**config.mk**
```make
export PLATFORM = sky130hd
export DESIGN_NAME = fp_addsub_sequencer
export DESIGN_NICKNAME = d
export VERILOG_FILES = /design/src/rtl/fp_pkg.sv /design/src/rtl/fp_op_fifo.sv /design/src/rtl/fp_addsub_sequencer.sv
export SDC_FILE = /design/constraint.sdc
export NUM_CORES = 1
export LEC_CHECK = 0
export ABC_AREA = 1
export CORE_ASPECT_RATIO = 0.8
export CORE_MARGIN = 4
export CORE_UTILIZATION = 50
export DETAILED_ROUTE_END_ITERATION = 12
export GPL_TIMING_DRIVEN = 0
export PLACE_DENSITY = 0.76
export REMOVE_ABC_BUFFERS = 1
export SLEW_MARGIN = 20
export SYNTH_ARGS = -nofsm -noshare
export SYNTH_HDL_FRONTEND = slang
export SYNTH_SLANG_ARGS = --single-unit
```
**constraint.sdc**
```tcl
create_clock -name clk -period 5.6 [get_ports clk]
set_input_delay 1.12 -clock clk [delete_from_list [all_inputs] [get_ports clk]]
set_output_delay 1.12 -clock clk [all_outputs]
set_load 0.02 [all_outputs]
```
**src/rtl/fp_pkg.sv**
```systemverilog
// Shared constants and types for the float add/sub issue/collect sequencer.
package fp_pkg;

  localparam logic [1:0] ENABLE_OFF = 2'b00;
  localparam logic [1:0] ENABLE_ADD = 2'b01;
  localparam logic [1:0] ENABLE_SUB = 2'b10;

  localparam logic [1:0] OVF_OK   = 2'b00;
  localparam logic [1:0] OVF_UP   = 2'b01;
  localparam logic [1:0] OVF_DOWN = 2'b10;
  localparam logic [1:0] OVF_BAD  = 2'b11;

  localparam int DEF_DEPTH      = 4;
  localparam int DEF_MIN_WAIT   = 60;
  localparam int DEF_STABLE_CNT = 3;
  localparam int DEF_MAX_WAIT   = 255;

  typedef enum logic [2:0] {
    ST_IDLE,
    ST_ISSUE,
    ST_WAIT,
    ST_SETTLE,
    ST_CAPTURE
  } seq_state_e;

  typedef struct packed {
    logic        sub;
    logic [31:0] x;
    logic [31:0] y;
  } op_pair_t;

  // Counters hold at their maximum instead of wrapping back to zero.
  function automatic logic [7:0] sat_inc(input logic [7:0] v);
    return (v == 8'hFF) ? v : v + 8'd1;
  endfunction

endpackage

```
**src/rtl/fp_op_fifo.sv**
```systemverilog
// Operand-pair FIFO: DEPTH entries of {sub,x,y}, extra pointer bit separates full from empty.
module fp_op_fifo
  import fp_pkg::*;
#(
  parameter int DEPTH = DEF_DEPTH
) (
  input  logic     clk,
  input  logic     rst,
  input  logic     push,
  input  op_pair_t push_data,
  input  logic     pop,
  output op_pair_t head,
  output logic     full,
  output logic     empty
);

  localparam int AW = $clog2(DEPTH);

  op_pair_t       mem_q [DEPTH];
  logic [AW:0]    wr_ptr_q, wr_ptr_d;
  logic [AW:0]    rd_ptr_q, rd_ptr_d;
  logic           do_push, do_pop;

  assign empty = (wr_ptr_q == rd_ptr_q);
  assign full  = (wr_ptr_q[AW] != rd_ptr_q[AW]) && (wr_ptr_q[AW-1:0] == rd_ptr_q[AW-1:0]);
  assign head  = mem_q[rd_ptr_q[AW-1:0]];

  always_comb begin
    do_push  = push && !full;
    do_pop   = pop && !empty;
    wr_ptr_d = wr_ptr_q + {{AW{1'b0}}, do_push};
    rd_ptr_d = rd_ptr_q + {{AW{1'b0}}, do_pop};
  end

  always_ff @(posedge clk or negedge rst) begin
    if (!rst) begin
      wr_ptr_q <= '0;
      rd_ptr_q <= '0;
    end else begin
      wr_ptr_q <= wr_ptr_d;
      rd_ptr_q <= rd_ptr_d;
    end
  end

  // Storage needs no reset: an empty FIFO never exposes its contents.
  always_ff @(posedge clk) begin
    if (do_push) begin
      mem_q[wr_ptr_q[AW-1:0]] <= push_data;
    end
  end

endmodule

```
**src/rtl/fp_addsub_sequencer.sv**
```systemverilog
// Issues buffered operand pairs to the multi-cycle float add/sub unit and collects results
// using a minimum wait plus a stability window, since the unit has no done flag.
module fp_addsub_sequencer
  import fp_pkg::*;
#(
  parameter int DEPTH      = DEF_DEPTH,
  parameter int MIN_WAIT   = DEF_MIN_WAIT,
  parameter int STABLE_CNT = DEF_STABLE_CNT,
  parameter int MAX_WAIT   = DEF_MAX_WAIT
) (
  input  logic        clk,
  input  logic        rst,
  input  logic        in_valid,
  output logic        in_ready,
  input  logic [31:0] in_x,
  input  logic [31:0] in_y,
  input  logic        in_sub,
  output logic [1:0]  fpu_enable,
  output logic [31:0] fpu_x,
  output logic [31:0] fpu_y,
  input  logic [31:0] fpu_z,
  input  logic [1:0]  fpu_ovf,
  output logic        out_valid,
  input  logic        out_ready,
  output logic [31:0] out_z,
  output logic [1:0]  out_ovf,
  output logic        timeout
);

  localparam logic [7:0] MIN_LAST  = 8'(MIN_WAIT - 1);
  localparam logic [7:0] STAB_LAST = 8'(STABLE_CNT - 1);
  localparam logic [7:0] MAX_LAST  = 8'(MAX_WAIT - 1);

  seq_state_e  state_q, state_d;
  logic [7:0]  cnt_q, cnt_d;
  logic [7:0]  stab_q, stab_d;
  logic [33:0] prev_q, prev_d;
  logic [31:0] fpu_x_q, fpu_x_d;
  logic [31:0] fpu_y_q, fpu_y_d;
  logic [1:0]  fpu_en_q, fpu_en_d;
  logic [31:0] out_z_q, out_z_d;
  logic [1:0]  out_ovf_q, out_ovf_d;
  logic        out_valid_q, out_valid_d;
  logic        timeout_q, timeout_d;

  op_pair_t    push_data, head;
  logic        fifo_full, fifo_empty, pop;
  logic [33:0] sample;
  logic        stable_done;

  assign push_data = '{sub: in_sub, x: in_x, y: in_y};
  assign in_ready  = !fifo_full;
  assign sample    = {fpu_z, fpu_ovf};

  fp_op_fifo #(.DEPTH(DEPTH)) u_fifo (
    .clk       (clk),
    .rst       (rst),
    .push      (in_valid),
    .push_data (push_data),
    .pop       (pop),
    .head      (head),
    .full      (fifo_full),
    .empty     (fifo_empty)
  );

  always_comb begin
    state_d     = state_q;
    cnt_d       = cnt_q;
    stab_d      = stab_q;
    prev_d      = prev_q;
    fpu_x_d     = fpu_x_q;
    fpu_y_d     = fpu_y_q;
    fpu_en_d    = fpu_en_q;
    out_z_d     = out_z_q;
    out_ovf_d   = out_ovf_q;
    out_valid_d = out_valid_q && !out_ready;
    timeout_d   = timeout_q;
    pop         = 1'b0;
    stable_done = 1'b0;

    case (state_q)
      ST_IDLE: begin
        fpu_en_d = ENABLE_OFF;
        if (!fifo_empty) state_d = ST_ISSUE;
      end
      ST_ISSUE: begin
        pop      = 1'b1;
        fpu_x_d  = head.x;
        fpu_y_d  = head.y;
        fpu_en_d = head.sub ? ENABLE_SUB : ENABLE_ADD;
        cnt_d    = '0;
        stab_d   = '0;
        state_d  = ST_WAIT;
      end
      ST_WAIT: begin
        cnt_d  = sat_inc(cnt_q);
        prev_d = sample;
        if (cnt_q == MIN_LAST) state_d = ST_SETTLE;
      end
      ST_SETTLE: begin
        cnt_d  = sat_inc(cnt_q);
        prev_d = sample;
        if (sample == prev_q) begin
          stab_d      = sat_inc(stab_q);
          stable_done = (stab_q == STAB_LAST);
        end else begin
          stab_d = '0;
        end
        // A settled result wins over the timeout when both land on the same cycle.
        if (stable_done) begin
          state_d = ST_CAPTURE;
        end else if (cnt_q == MAX_LAST) begin
          state_d   = ST_CAPTURE;
          timeout_d = 1'b1;
        end
      end
      ST_CAPTURE: begin
        if (!out_valid_q || out_ready) begin
          out_z_d     = fpu_z;
          out_ovf_d   = fpu_ovf;
          out_valid_d = 1'b1;
          if (fifo_empty) begin
            state_d  = ST_IDLE;
            fpu_en_d = ENABLE_OFF;
          end else begin
            state_d = ST_ISSUE;
          end
        end
      end
      default: state_d = ST_IDLE;
    endcase
  end

  always_ff @(posedge clk or negedge rst) begin
    if (!rst) begin
      state_q     <= ST_IDLE;
      cnt_q       <= '0;
      stab_q      <= '0;
      prev_q      <= '0;
      fpu_x_q     <= '0;
      fpu_y_q     <= '0;
      fpu_en_q    <= ENABLE_OFF;
      out_z_q     <= '0;
      out_ovf_q   <= OVF_OK;
      out_valid_q <= 1'b0;
      timeout_q   <= 1'b0;
    end else begin
      state_q     <= state_d;
      cnt_q       <= cnt_d;
      stab_q      <= stab_d;
      prev_q      <= prev_d;
      fpu_x_q     <= fpu_x_d;
      fpu_y_q     <= fpu_y_d;
      fpu_en_q    <= fpu_en_d;
      out_z_q     <= out_z_d;
      out_ovf_q   <= out_ovf_d;
      out_valid_q <= out_valid_d;
      timeout_q   <= timeout_d;
    end
  end

  assign fpu_enable = fpu_en_q;
  assign fpu_x      = fpu_x_q;
  assign fpu_y      = fpu_y_q;
  assign out_z      = out_z_q;
  assign out_ovf    = out_ovf_q;
  assign out_valid  = out_valid_q;
  assign timeout    = timeout_q;

endmodule

```
Yosys cells after proc, flatten, opt, wreduce, memory -nomap -nowiden --
Memories as Yosys holds them, arrays and structs flattened. Index checks and enable logic that the tools add are counted. W data, S select, Z words.
Cells by class: $add $sub $neg 4, eq/ne operators 20, mux-type cells 23, bitwise logic cells 1, reduce and logical (&&, ||, !) cells 20
Operator list (count):
- $eq A34 B34 Y1 | 1
- $pmux W8 S2 | 2
- $eq A8 B8 Y1 const B | 3
- $mux W8 | 3
- $add A8 B1 Y8 const B | 2
- $mux W3 | 5
- $pmux W3 S5 | 1
- $ne A2 B2 Y1 const B | 5
- $eq A8 B2 Y1 const B | 1
- $eq A8 B6 Y1 const B | 1
- $mux W1 | 8
- $add A3 B1 Y3 | 2
- $eq A3 B2 Y1 const B | 2
- $mux W2 | 3
- $ne A3 B3 Y1 const B | 2
- $pmux W2 S3 | 1
- $reduce_and A2 Y1 | 3
- $reduce_and A3 Y1 | 2
- $logic_and A1 B1 Y1 | 4
- $logic_not A1 Y1 | 4
- $reduce_and A4 Y1 | 1
- $reduce_bool A2 Y1 | 2
- $eq A3 B1 Y1 const B | 1
- $eq A3 B3 Y1 | 1
- other kinds (8) | 8
Storage, ports and cells: register bits after elaboration 161, bits in writable memories 260, input bits 103, output and inout port bits 103, word-level logic and storage cells 82, memories kept 1
Memories:
- u_fifo.mem_q | words 4, width 65, rd ports 1, clocked after memory_dff 0, wr ports 1, line fp_op_fifo.sv:19 | op_pair_t mem_q [DEPTH];

Longest topological paths before layout --
word-level depth 6, gate-level depth with buffers 13, mapped depth without buffers 13

Hierarchy --
Synthesis repeated with hierarchy kept, for this count alone.
Unflattened totals: cell total of the unflattened synthesis 1538, area, all modules 17088.9 µm²
Modules (own cells, without submodules):
- fp_op_fifo | times used 1, cells each 668, area each 10109.7 µm², sequential area each 7957.6 µm²
- fp_addsub_sequencer | times used 1, cells each 870, area each 6979.2 µm², sequential area each 3878.7 µm²

Worst setup path after synthesis --
OpenSTA, ideal clock, no wires.
kind in2reg, from in in_valid, to mem u_fifo.mem_q[2][0] in the netlist's numbering (enable), setup time 0.568 ns, arrival time 5.652 ns, required time 5.032 ns, setup slack -0.621 ns, stages 2, buffers on the path 0, path through nand2_1 -> nor3_1
On the way: cells in the longest elaborated chain, start to end 3
RTL lines:
- start, declared | line fp_addsub_sequencer.sv:13 | input logic in_valid,
- $logic_and A1 B1 Y1 | line fp_op_fifo.sv:29 | do_push = push && !full;
- $mux W1 | line fp_op_fifo.sv:47 | if (do_push) begin
- $mux W1 (not written as such) | line fp_op_fifo.sv:48 | mem_q[wr_ptr_q[AW-1:0]] <= push_data;
- end, declared | line fp_op_fifo.sv:19
No other way between the ends.

Final worst setup path --
from reg u_fifo.rd_ptr_q[0], to out in_ready
On the way: cells in the longest elaborated chain, start to end 3
RTL lines:
- start, declared | line fp_op_fifo.sv:21 | logic [AW:0] rd_ptr_q, rd_ptr_d;
- start signal, assigned | line fp_op_fifo.sv:41 | rd_ptr_q <= rd_ptr_d;
- $eq A2 B2 Y1 | line fp_op_fifo.sv:25 | assign full = (wr_ptr_q[AW] != rd_ptr_q[AW]) && (wr_ptr_q[AW-1:0] == rd_ptr_q[AW-1:0]);
- $logic_and A1 B1 Y1 | line fp_op_fifo.sv:25
- $logic_not A1 Y1 | line fp_addsub_sequencer.sv:52 | assign in_ready = !fifo_full;
- end, declared | line fp_addsub_sequencer.sv:14 | output logic in_ready,
No other way between the ends.

==> metrics.md <==
| Metric | Value |
|---|---|
| Pin count of the biggest net entering global routing | `111` |
| WP data required | `4480 ps` |
| Pins over their slew limit | `0` |
| Routed wire length on met3 | `2936 um` |
| Via/cell ratio | `5.340` |
| Status | `finished, final reports clean` |
| Sw frac | `0.3664` |
| Internal power | `7.574 mW` |
| Cell area after layout | `20970 um2` |
| Total track usage | `0.2089` |
| CP Capture Type | `output port` |
| Die width | `213.3 um` |
| Reg power frac | `0.408` |
| # rows | `59` |
| Final setup fails | `0` |
| IO Port Bufs | `205` |
| Worst Tran Pin Value | `847.0 ps` |
| Reg area | `11840 um2` |
| Final Hold Vio Count | `0` |
| Total power | `11.95 mW` |
| Yosys warnings | `0` |
| Setup TNS | `0 ps` |
| Vias | `roughly 12000` |
| Yosys top cell area share | `0.4632` |
| Core area | `roughly 33000 um2` |
| Nets@finish | `1862` |
| Switching Power | `4.380 mW` |
| Crit-path cells | `xnor2_1 -> nand3b_1 -> clkdlybuf4s50_1` |
| CP Launch Type | `flip-flop` |
| First-pass GRT wire length | `60600 um` |
| Area leader, netlist | `edfxtp_1` |
| Critical Path Fanout Max | `47` |
| Critical Path AT | `~2300 ps` |
| Initial Utilization | `0.5131` |
| Combinational Power Share | `0.367` |
| Layout area overhead | `24.40%` |
| Syn Area/Cell | `roughly 11 um2` |
| Min-delay worst type | `reg -> reg` |
| Register area share after synthesis | `0.7022` |
| Pre-antenna DRT Iters | `6` |
| Post-layout min period | `3442 ps` |
| Synth top area cells | `edfxtp_1, dfrtp_1, nor2_1` |
| Number of fillers in the final layout | `roughly 2500` |
| Final clock skew | `approximately 8.7 ps` |
| CTS tree | `done` |
| Clock Tree Buf Depth | `3` |
| Max-cap violation count | `0` |
| Worst-path clk slew | `around 60 ps` |
| RSZ-0062 raised after global routing | `false` |
| Worst skew pair latency | `540 ps` |
| Clock power share | `0.225` |
| Top Layer Used | `met5` |
| Die Height | `172.2 um` |
| Initial antenna violation count | `4` |
| Fin cells | `2212` |
| Distinct cells, synth | `38` |
| Routed Wire Length | `38660 um` |
| DIE AREA | `between 30000 and 40000 um2` |
| Cells after DPL | `2134` |
| Tcrit/Tclk final | `0.6147` |
| Starting DRT DRC Count | `1018` |
| Wire length per cell | `17.48 um` |
| DP HPWL | `25060 um` |
| Slew HR | `0.4332` |
| Layout cells sized above 1 | `0.07511` |
| M1 WL | `15870 um` |
| Max Clk Rate | `0.2905 GHz` |
| Setup ws final | `2158 ps` |
| Setup CP Type | `reg -> out` |
| I/O pins | `between 200 and 250` |
| H-tree depth | `2` |
| Static leakage | `8.231 nW` |
| Post-CTS Resized | `0` |
| CP Buf/Inv Count | `1` |
| Netlist Area Pre-Place | `approximately 17000 um2` |
| Area occupied by multi-input gates | `4374 um2` |
| Clock buffer count from CTS | `42` |
| Post-DP Area | `19650 um2` |
| Largest stage delay, worst path | `790 ps` |
| Worst slack at placement | `2104 ps` |
| Cts hold-fix bufs | `0` |
| Met2 WL | `18950 um` |
| Number of routed nets with antenna violations | `0` |
| Cells after Synth | `1532` |
| Yosys reg bits | `421` |
| Peak VDD IR | `a little over 400 uV` |
| DRC violations left | `0` |
| GRT overflow | `0` |
| RD Place Congestion | `0.8213` |
| Clock Tree Root | `clkbuf_16` |
| Number of clock sinks | `421` |
| P per Cell Area | `570.1 nW/um2` |
| Slowest-stage cell, CP | `dfrtp_4` |
| Post-CTS Setup Repair Bufs | `0` |
| Critical path's top delay family | `flip-flops` |
| Vias in the first global route | `11610` |
layout by cell type, fill, tap and decap left out, drive strengths merged, types with 23 or more instances in the layout:
| cell type | netlist | final |
|---|---|---|
| buf | 36 | 44 |
| o21ai | 209 | 209 |
| clkbuf | 37 | 60 |
| edfxtp | 260 | 260 |
| clkdlybuf4s50 | 0 | 204 |
| a31oi | 64 | 64 |
| inv | 96 | 97 |
| dfrtp | 161 | 161 |
| nand2 | 205 | 205 |
| nor2 | 371 | 371 |
| nand3 | 23 | 23 |
routing by layer:
layer,vias up,GRT usage
li1,5636,-
met1,5684,0.2701
met2,407,0.3590
met3,78,0.04952
met4,6,0.05619
met5,-,0
worst reg2reg max path, stage by stage, from the launching register on:
cell      delay (ps)
dfrtp_4          790
xnor2_1          210
nand3b_1         160
nand2_1          180
nor3_2           610
buf_4            320
buf_4            220
buf_4            220
worst paths after layout:
| check | from | end | slack [ps] | cells after the start |
|---|---|---|---|---|
| max | u_fifo.rd_ptr_q[0] | in_ready | 2160 | 3 |
| min | out_z[7] | out_z[7] | 490 | 2 |
| max reg2reg | u_fifo.rd_ptr_q[0] | u_fifo.mem_q[1][44] | 2600 | 7 |
| min reg2reg | out_z[7] | out_z[7] | 490 | 2 |
| max in group asynchronous | rst | u_fifo.rd_ptr_q[0] | 4120 | 2 |
| min in group asynchronous | rst | out_z[26] | 550 | 1 |
state kept, by name, indices dropped and copies added (netlist names), 8 cells and up:
signal	flops
cnt_q	8
out_z	32
prev_q	34
fpu_y	32
fpu_x	32
u_fifo.mem_q	260
stab_q	8
power by group through the flow:
| stage | sequential [mW] | clock [mW] | combinational, mW |
|---|---|---|---|
| final | 4.88 | 2.69 | 4.39 |
| after CTS | 4.88 | 2.74 | 4.44 |
| after global routing | 4.98 | 2.87 | 4.88 |
| after floorplan | 5.33 | 0 | 2.06 |
| after global placement | 5.17 | 0 | 3.95 |
| after detailed placement | 4.93 | 0 | 4.41 |
kinds of logic after synthesis:
group	count (synthesis)	synth area share
fa+ha+maj	8	0.005938
simple gates	620	0.1470
compound gates	292	0.09367
flops	421	0.7022
xor+xnor	21	0.01091
buf+inv	170	0.04023
synth_stat cells (all sizes together):
master   instances
a21oi            7
a22o             1
a31oi           64
a32o             1
buf             36
clkbuf          37
clkinv           1
dfrtp          161
edfxtp         260
ha               8
inv             96
nand2          205
nand3           23
nand3b           2
nand4            6
nor2           371
nor3            10
nor3b            1
nor4             1
o2111ai          5
o21ai          209
o21bai           2
o22ai            2
o31ai            1
or2              1
xnor2           11
xor2            10
metrics by stage:
| stage | hold slack, ps | util |
|---|---|---|
| 2_1_floorplan | 461.7 | - |
| 3_3_place_gp | 467.2 | 0.5823 |
| 3_5_place_dp | 473.4 | 0.5981 |
| 4_1_cts | 487.9 | 0.6381 |
| 5_1_grt | 513.7 | 0.6383 |
| 6_report | 485.1 | 0.6383 |
area by class of cell:
class / instances / share of cell area
flip-flops and latches: 421 / 0.5648
repair buffers: 248 / 0.1204
diodes: 1 / 0.0001193
clock buffers: 60 / 0.05430
inverters: 97 / 0.01796
multi-input cells: 941 / 0.2086
well taps: 427 / 0.02548
clock inverters: 17 / 0.008354
(Power assumes the default switching activity.)
